<file path="src/rtl/des_pkg.sv">
// Shared types and defaults for the DES block sequencer.
package des_pkg;

  localparam int unsigned BLOCK_W         = 64;
  localparam int unsigned DEF_TIMEOUT_CYC = 1023;

  typedef logic [BLOCK_W-1:0] des_block_t;

  typedef enum logic [2:0] {
    IDLE,
    FETCH,
    KICK,
    WAIT_CORE,
    DRAIN,
    FINISH
  } seq_state_t;

endpackage

</file>
<file path="src/rtl/des_cbc_chain.sv">
// CBC chaining: holds the chain value and applies the pre-core / post-core XOR.
// Encrypt XORs the chain into the message and chains on the core result;
// decrypt XORs the chain into the result and chains on the ciphertext sent.
module des_cbc_chain
  import des_pkg::*;
(
  input  logic       clk,
  input  logic       rst,
  input  logic       load,
  input  logic       dir,
  input  des_block_t iv,
  input  des_block_t in_block,
  input  des_block_t sent,
  input  des_block_t result,
  input  logic       take_out,
  output des_block_t message_c,
  output des_block_t out_c
);

  des_block_t chain;

  // Chain register: IV at job start, advanced once per completed block.
  always_ff @(posedge clk or posedge rst) begin
    if (rst) begin
      chain <= '0;
    end else if (load) begin
      chain <= iv;
    end else if (take_out) begin
      chain <= dir ? sent : result;
    end
  end

  // Direction-dependent XOR placement around the core.
  always_comb begin
    message_c = dir ? in_block : (in_block ^ chain);
    out_c     = dir ? (result ^ chain) : result;
  end

endmodule

</file>
<file path="src/rtl/des_block_sequencer.sv">
// Streams a job of N 64-bit blocks through one DES core, one block at a time.
// Build option: CBC_MODE_EN enables CBC chaining (default build is ECB).
module des_block_sequencer
  import des_pkg::*;
#(
  parameter int unsigned CNT_W       = 16,
  parameter int unsigned TIMEOUT_CYC = DEF_TIMEOUT_CYC
) (
  input  logic             clk,
  input  logic             reset,
  input  logic             start,
  input  logic [CNT_W-1:0] num_blocks,
  input  logic [63:0]      key_in,
  input  logic             decrypt_mode,
  input  logic [63:0]      iv_in,
  input  logic             in_valid,
  output logic             in_ready,
  input  logic [63:0]      in_data,
  output logic             out_valid,
  input  logic             out_ready,
  output logic [63:0]      out_data,
  output logic [63:0]      core_message,
  output logic [63:0]      core_key,
  output logic             core_dir,
  output logic             core_enable,
  input  logic             core_done,
  input  logic [63:0]      core_result,
  output logic             core_ack,
  output logic             busy,
  output logic             job_done,
  output logic [CNT_W-1:0] blocks_done,
  output logic             error
);

  localparam int unsigned TO_W = $clog2(TIMEOUT_CYC + 1);

  seq_state_t       state;
  logic [CNT_W-1:0] num_r;
  logic [TO_W-1:0]  to_cnt;
  des_block_t       msg_c;
  des_block_t       res_c;

`ifdef CBC_MODE_EN
  logic accept_c;
  logic take_out_c;

  assign accept_c   = (state == IDLE) && start;
  assign take_out_c = (state == WAIT_CORE) && core_done;

  des_cbc_chain u_chain (
    .clk       (clk),
    .rst       (reset),
    .load      (accept_c),
    .dir       (core_dir),
    .iv        (iv_in),
    .in_block  (in_data),
    .sent      (core_message),
    .result    (core_result),
    .take_out  (take_out_c),
    .message_c (msg_c),
    .out_c     (res_c)
  );
`else
  logic unused_iv;

  assign unused_iv = ^iv_in;
  assign msg_c     = in_data;
  assign res_c     = core_result;
`endif

  // Job FSM with all handshake and status outputs registered.
  always_ff @(posedge clk or posedge reset) begin
    if (reset) begin
      state        <= IDLE;
      num_r        <= '0;
      to_cnt       <= '0;
      in_ready     <= 1'b0;
      out_valid    <= 1'b0;
      out_data     <= '0;
      core_message <= '0;
      core_key     <= '0;
      core_dir     <= 1'b0;
      core_enable  <= 1'b0;
      core_ack     <= 1'b0;
      busy         <= 1'b0;
      job_done     <= 1'b0;
      blocks_done  <= '0;
      error        <= 1'b0;
    end else begin
      core_enable <= 1'b0;
      core_ack    <= 1'b0;
      job_done    <= 1'b0;
      unique case (state)
        IDLE: begin
          if (start) begin
            num_r       <= num_blocks;
            core_key    <= key_in;
            core_dir    <= decrypt_mode;
            error       <= 1'b0;
            blocks_done <= '0;
            busy        <= 1'b1;
            if (num_blocks != '0) begin
              in_ready <= 1'b1;
              state    <= FETCH;
            end else begin
              state <= FINISH;
            end
          end
        end
        FETCH: begin
          if (in_valid) begin
            core_message <= msg_c;
            in_ready     <= 1'b0;
            state        <= KICK;
          end
        end
        KICK: begin
          // Hold off while the core still shows the previous result.
          if (!core_done) begin
            core_enable <= 1'b1;
            to_cnt      <= '0;
            state       <= WAIT_CORE;
          end
        end
        WAIT_CORE: begin
          if (core_done) begin
            out_data  <= res_c;
            core_ack  <= 1'b1;
            out_valid <= 1'b1;
            state     <= DRAIN;
          end else if (to_cnt == TO_W'(TIMEOUT_CYC - 1)) begin
            error    <= 1'b1;
            core_ack <= 1'b1;
            busy     <= 1'b0;
            state    <= IDLE;
          end else begin
            to_cnt <= to_cnt + 1'b1;
          end
        end
        DRAIN: begin
          if (out_ready) begin
            out_valid   <= 1'b0;
            blocks_done <= blocks_done + 1'b1;
            if (CNT_W'(blocks_done + 1'b1) == num_r) begin
              state <= FINISH;
            end else begin
              in_ready <= 1'b1;
              state    <= FETCH;
            end
          end
        end
        FINISH: begin
          job_done <= 1'b1;
          busy     <= 1'b0;
          state    <= IDLE;
        end
        default: state <= IDLE;
      endcase
    end
  end

endmodule
</file>
<file path="config.mk">
export PLATFORM = sky130hd
export DESIGN_NAME = des_block_sequencer
export DESIGN_NICKNAME = d
export VERILOG_FILES = /design/src/rtl/des_pkg.sv /design/src/rtl/des_cbc_chain.sv /design/src/rtl/des_block_sequencer.sv
export SDC_FILE = /design/constraint.sdc
export NUM_CORES = 1
export LEC_CHECK = 0
export CAP_MARGIN = 30
export CORE_AREA = 3 3 191 193
export CTS_CLUSTER_DIAMETER = 200
export DETAILED_ROUTE_END_ITERATION = 7
export DIE_AREA = 0 0 194 196
export PLACE_DENSITY = 0.61
export SETUP_SLACK_MARGIN = 0.15
export SLEW_MARGIN = 20
export SYNTH_ARGS = -nofsm -noshare
export SYNTH_HDL_FRONTEND = slang
export SYNTH_SLANG_ARGS = --single-unit
</file>
<file path="constraint.sdc">
create_clock -name clk -period 12 [get_ports clk]
set_clock_uncertainty 0.2 [all_clocks]
set_input_delay 3 -clock clk [delete_from_list [all_inputs] [get_ports clk]]
set_output_delay 3 -clock clk [all_outputs]
set_load 0.01 [all_outputs]
</file>
==> flow_metrics.py, run 1 <==
metrics = {
    "outcome": {
        "outcome": "finished, final reports clean",
    },
    "routing": {
        "drt-vias-per-instance": 4.51,
        "post_drt_wl_per_cell_microns": 18.2,
        "drtIter0Drc": 323,
        "drt_first_pass_iters": 4,
        "via_count": 8055,
        "post-route-drc-count": 0,
        "ant_nets": 0,
        "wl_microns": 32500,
    },
    "synth": {
        "synthArstFlopShare": 1.00,
        "syn_inst": 888,
        "yosysSeqAreaShare": 0.610,
        "ys_top_cells_by_area": "dfrtp_1, mux2_2, nand2_1",
        "synth_edf_count": 0,
        "synth_warnings": 0,
        "ys_types": 45,
        "synth.avg_cell_area_sq_um": 11.3,
        "ys.flop_type": "dfrtp_1",
        "ys_ff_latch": 245,
        "syn_area_sq_mm": 0.0100,
        "yosysTopAreaCell": "dfrtp_1",
        "syn-num-nets": 1170,
        "synth.top_cell.area_share": 0.610,
    },
    "clocking": {
        "ctsHoldBuffers": 0,
        "cts_tree": "built",
        "cts_sinks": 245,
        "post_cts_resized": 0,
        "clk_path_buf_depth": 3,
        "cts_buffers": 30,
        "post-cts-setup-buffers": 0,
        "htreeDepth": 1,
        "clk_pin_slew_worst_paths_ps": 60,
        "clock-root-buffer": "clkbuf_16",
        "clk-insertion-delay-late_ps": 550,
    },
    "hold_path": {
        "hold_path_class": "reg -> reg",
        "min_from": "core_key[60]",
    },
    "sta": {
        "finalSetupViolCount": 0,
        "max_freq_mhz": 201,
        "final-max-slew-violation-count": 0,
        "slew_headroom": 0.375,
        "hold_viol_final": 0,
        "rsz0062_at_grt": "no",
        "finalSetupTns_ps": 0,
        "fin_crit_ps": 4980,
        "period_share": 0.415,
        "worstMarginPinSlew_ps": 937,
    },
    "critical_path": {
        "path_buf_inv": 1,
        "worstPathRequired_ps": 8800,
        "critPathCaptureType": "output pin",
        "rrSetupSlack_ps": 9200,
        "critical_path_class": "reg -> out",
        "cp_slowest_cell": "clkdlybuf4s50_1",
        "slowest_delay_ps": 620,
        "crit_chain": "clkdlybuf4s50_1",
        "worstPathArrival_ps": 1780,
        "cp_max_fo": 13,
        "cp_top_family": "buffers and inverters",
        "crit_path_start": "blocks_done[8]",
        "r2r_start": "state[0]",
        "worst_setup_path_start_kind": "flip-flop",
    },
    "grt": {
        "antenna_found_initial": 1,
        "grt_pass1_wl_microns": 50500,
        "grt_pass1_vias": 8536,
        "grt_max_degree": 120,
        "grt_usage": 0.167,
        "overflow": 0,
    },
    "power_and_ir_drop": {
        "power_density_mw_per_mm2": 250,
        "power.internal_mw": 2.65,
        "irDropWorstVdd_v": 0.000147,
        "cellLeakagePower_nw": 6.90,
        "clockPowerShare": 0.221,
        "p_sw_mw": 1.29,
        "comb_power_share": 0.420,
        "seq_power_share": 0.359,
        "total_power_mw": 3.94,
        "p_sw_frac": 0.326,
    },
    "layout": {
        "final_util": 0.455,
        "final_nets": 1592,
        "drive_gt1_frac": 0.143,
        "layout.cells.most_common": "clkdlybuf4s50_1",
        "area_growth_pct": 57.0,
        "layout_common_cells": "clkdlybuf4s50_1, nand2_1, dfrtp_1",
    },
    "floorplanning": {
        "die_h_microns": 196,
        "die_area_sq_mm": 0.0380,
        "die_w_microns": 194,
        "initial_core_util": 0.289,
        "rows": 68,
        "io_pins": 495,
        "coreArea_sq_mm": 0.0347,
    },
    "placement": {
        "routabilityCongestion": 0.803,
        "hpwl_microns": 23700,
        "io_buffers": 430,
    },
    "job": {
        "drv_cap": 0,
    },
}
[power by group through the flow]
stage | Sequential [mW] | Combinational [mW] | Clock (mW)
finish | 1.41 | 1.65 | 0.869
global route | 1.47 | 1.78 | 0.935
CTS | 1.42 | 1.69 | 0.900
detailed placement | 1.42 | 1.69 | 0
global placement | 1.40 | 1.67 | 0
floorplan | 1.55 | 0.585 | 0
[sequential cells by signal, indices dropped and copies added, names as in the netlist]
name / cells
in_ready: 1
num_r: 16
core_dir: 1
state: 3
out_valid: 1
core_ack: 1
error: 1
job_done: 1
core_key: 64
core_message: 64
core_enable: 1
to_cnt: 10
blocks_done: 16
out_data: 64
busy: 1
[metrics by stage]
step                area, sq um  std cells  setup WS (ps)  hold WS, ps
floorplan                 10000        888           2070          263
global placement          14800       1732           6460          258
detailed placement        14800       1733           6460          261
CTS                       15800       1784           6990          275
global route              15800       1785           6940          291
finish                    15800       1785           7020          270
[per-layer routing]
metal,track usage,up-vias,routed length (microns),part of all wire
met5,0,-,0,0
met3,0.0450,39,2190,0.067
li1,-,3832,-,-
met2,0.299,251,17100,0.53
met1,0.201,3933,12600,0.39
met4,0.0375,0,620,0.019
[cell type report]
type / count / area (sq um)
Tap cell: 455 / 569
Fill cell: 3201 / 18900
Clock inverter: 9 / 92.6
Sequential cell: 245 / 6130
Timing Repair Buffer: 436 / 4370
Inverter: 6 / 30.0
Clock buffer: 42 / 856
Multi-Input combinational cell: 591 / 3730
Antenna cell: 1 / 2.50
[cell usage after synthesis (2+ instances only)]
| master | count |
|---|---|
| a21oi_1 | 9 |
| a211oi_1 | 2 |
| dfrtp_1 | 245 |
| and2_1 | 3 |
| and4_1 | 4 |
| a21o_1 | 3 |
| a31oi_1 | 5 |
| mux2_2 | 128 |
| mux2i_1 | 3 |
| a22o_1 | 3 |
| nand2_1 | 271 |
| o21ai_0 | 29 |
| clkbuf_1 | 36 |
| buf_2 | 8 |
| inv_1 | 6 |
| xnor2_1 | 13 |
| nand4_1 | 8 |
| nand3_1 | 16 |
| nor4_1 | 5 |
| nor3b_1 | 3 |
| nand4b_1 | 2 |
| and3_1 | 6 |
| xor2_1 | 14 |
| nor3_1 | 5 |
| buf_1 | 2 |
| ha_1 | 3 |
| o211ai_1 | 2 |
| nor2_1 | 31 |
| o31ai_1 | 7 |
[final timing paths]
path	cells after the start	endpoint
max	1	blocks_done[8]
min	2	core_key[60]
max reg2reg	5	core_key[7]
min reg2reg	2	core_key[60]
max in group asynchronous	3	core_key[54]
min in group asynchronous	2	core_message[0]
[tightest hold or removal path: stages, from the launching register on]
cell and delay (ps):
dfrtp_1 340, nand2_1 50, nand2_1 50
[logic make-up (layout without fill, tap and decap cells)]
kind of cell | after synthesis | after routing | share of synthesized area
xor+xnor | 27 | 27 | 0.0235
mux | 131 | 131 | 0.146
simple gates | 361 | 361 | 0.152
fa+ha+maj | 3 | 3 | 0.00374
other cells | 0 | 1 | 0
buf+inv | 52 | 493 | 0.0204
compound gates | 69 | 69 | 0.0438
flops | 245 | 245 | 0.610
Power figures use the tool's default switching activity.
==> run 2: changes to the inputs <==
Settings changed: CORE_AREA 3 3 191 193 to 3 3 190 192, DIE_AREA 0 0 194 196 to 0 0 193 195, PLACE_DENSITY 0.61 to 0.64.
Clock period 12 ns to 4.5 ns, I/O delays scaled along.
==> run 2 against run 1 <==
  * Power rose to 2.7 times the previous value
  * Worst setup slack got worse by 5600 ps
  * Routed wire length rose by 0.20%
  * Non-clock buffer count rose by 9
  * Critical path depth did not move
  * Sequential share of layout area fell by 0.47 points
  * Critical endpoint unchanged
==> flow_metrics.py, run 2 (synthesis gave the netlist of run 1 again) <==
metrics = {
    "critical_path": {
        "cp_slowest_cell": "clkdlybuf4s50_1",
        "critical_path_class": "reg -> out",
        "cp_max_fo": 13,
        "path_buf_inv": 1,
        "worstPathRequired_ps": 3170,
        "worstPathArrival_ps": 1750,
        "cp_top_family": "buffers and inverters",
        "worst_setup_path_start_kind": "flip-flop",
        "crit_chain": "clkdlybuf4s50_1",
        "critPathCaptureType": "output pin",
        "slowest_delay_ps": 620,
    },
    "layout": {
        "final_cell_area_sq_mm": 0.0160,
        "layout_common_cells": "clkdlybuf4s50_1, nand2_1, dfrtp_1",
        "multi_input_area_sq_mm": 0.00373,
        "area_growth_pct": 59.0,
        "layout.cells.most_common": "clkdlybuf4s50_1",
        "final_nets": 1600,
        "nFillCells": 3244,
        "fin_cells": 1797,
        "top_regs": "core_key: 64 flops, core_message: 64 flops, out_data: 64 flops",
        "final_util": 0.462,
        "drive_gt1_frac": 0.151,
        "ff_latch_area_sq_mm": 0.00613,
    },
    "grt": {
        "grt_max_degree": 67,
        "grt_usage": 0.171,
        "antenna_found_initial": 3,
        "grt_pass1_wl_microns": 50500,
        "overflow": 0,
        "grt_pass1_vias": 8642,
    },
    "sta": {
        "finalSetupTns_ps": 0,
        "worstMarginPinSlew_ps": 855,
        "rsz0062_at_grt": "no",
        "max_freq_mhz": 325,
        "final-max-slew-violation-count": 0,
        "fin_crit_ps": 3080,
        "period_share": 0.684,
        "slew_headroom": 0.428,
        "finalSetupViolCount": 0,
        "hold_viol_final": 0,
    },
    "floorplanning": {
        "die_w_microns": 193,
        "coreArea_sq_mm": 0.0345,
        "rows": 68,
        "die_h_microns": 195,
        "io_pins": 495,
        "initial_core_util": 0.291,
        "die_area_sq_mm": 0.0376,
    },
    "routing": {
        "drtIter0Drc": 319,
        "via_count": 8160,
        "post_drt_wl_per_cell_microns": 18.1,
        "drt_first_pass_iters": 6,
        "wl_microns": 32600,
        "post-route-drc-count": 0,
        "drt-vias-per-instance": 4.54,
        "ant_nets": 0,
    },
    "placement": {
        "io_buffers": 430,
        "routabilityCongestion": 0.829,
        "dpl_cell_area_sq_mm": 0.0149,
        "hpwl_microns": 24100,
        "dp.cells": 1742,
    },
    "power_and_ir_drop": {
        "irDropWorstVdd_v": 0.000341,
        "cellLeakagePower_nw": 7.00,
        "power_density_mw_per_mm2": 673,
    },
    "clocking": {
        "ctsHoldBuffers": 0,
        "cts_sinks": 245,
        "clk_path_buf_depth": 3,
        "cts_buffers": 29,
        "htreeDepth": 1,
        "clk-insertion-delay-late_ps": 550,
        "cts_tree": "built",
        "clock-root-buffer": "clkbuf_16",
        "post_cts_resized": 0,
        "post-cts-setup-buffers": 0,
        "clk_pin_slew_worst_paths_ps": 60,
    },
    "hold_path": {
        "hold_path_class": "reg -> reg",
    },
    "outcome": {
        "outcome": "finished, final reports clean",
    },
    "job": {
        "drv_cap": 0,
    },
}
-- run 2: cell count changes in the layout (fill, tap and decap cells not counted), moves of 2 or more --
cell       before  now
inv_6           0    2
bufinv_16       1    5
buf_12          0    6
clkinv_2        3    5
buf_4           5    9
-- run 2: report_power, final --
group          total (mW)  leakage (nW)  internal, mW  switching (mW)
Sequential           3.79          3.01          3.19           0.607
Clock                2.50         0.504          1.56           0.948
Combinational        4.45          3.48          2.52            1.93
Total                10.7          7.00          7.26            3.48
-- run 2: per-stage QoR --
stage | worst slack (ps) | hold slack (ps) | total power [mW]
2_1_floorplan | -42.8 | 263 | 5.69
5_1_grt | 1300 | 295 | 11.4
4_1_cts | 1380 | 276 | 10.9
3_5_place_dp | 1170 | 261 | 8.32
3_3_place_gp | 1180 | 256 | 8.24
6_report | 1420 | 271 | 10.7
-- run 2: worst paths after layout --
kind	start	slack (ps)	cells after the start	end
max	blocks_done[8]	1420	1	blocks_done[8]
min	core_key[13]	270	2	core_key[13]
max reg2reg	state[0]	1710	6	blocks_done[11]
min reg2reg	core_key[13]	270	2	core_key[13]
max in group asynchronous	reset	2480	4	out_data[29]
min in group asynchronous	reset	720	2	core_key[11]
-- run 2: final cells by class --
| cell class | instances | area share |
|---|---|---|
| flip-flops and latches | 245 | 0.384 |
| inverters | 6 | 0.00164 |
| diodes | 1 | 0.000157 |
| well taps | 455 | 0.0356 |
| clock buffers | 40 | 0.0511 |
| repair buffers | 445 | 0.281 |
| multi-input cells | 591 | 0.233 |
| clock inverters | 14 | 0.0131 |
-- run 2: metal layers --
| layer | up-vias | part of all wire | global-route usage |
|---|---|---|---|
| li1 | 3838 | - | - |
| met1 | 3991 | 0.41 | 0.212 |
| met2 | 262 | 0.49 | 0.290 |
| met3 | 65 | 0.066 | 0.0488 |
| met4 | 4 | 0.033 | 0.0533 |
| met5 | - | 0.00068 | 0 |
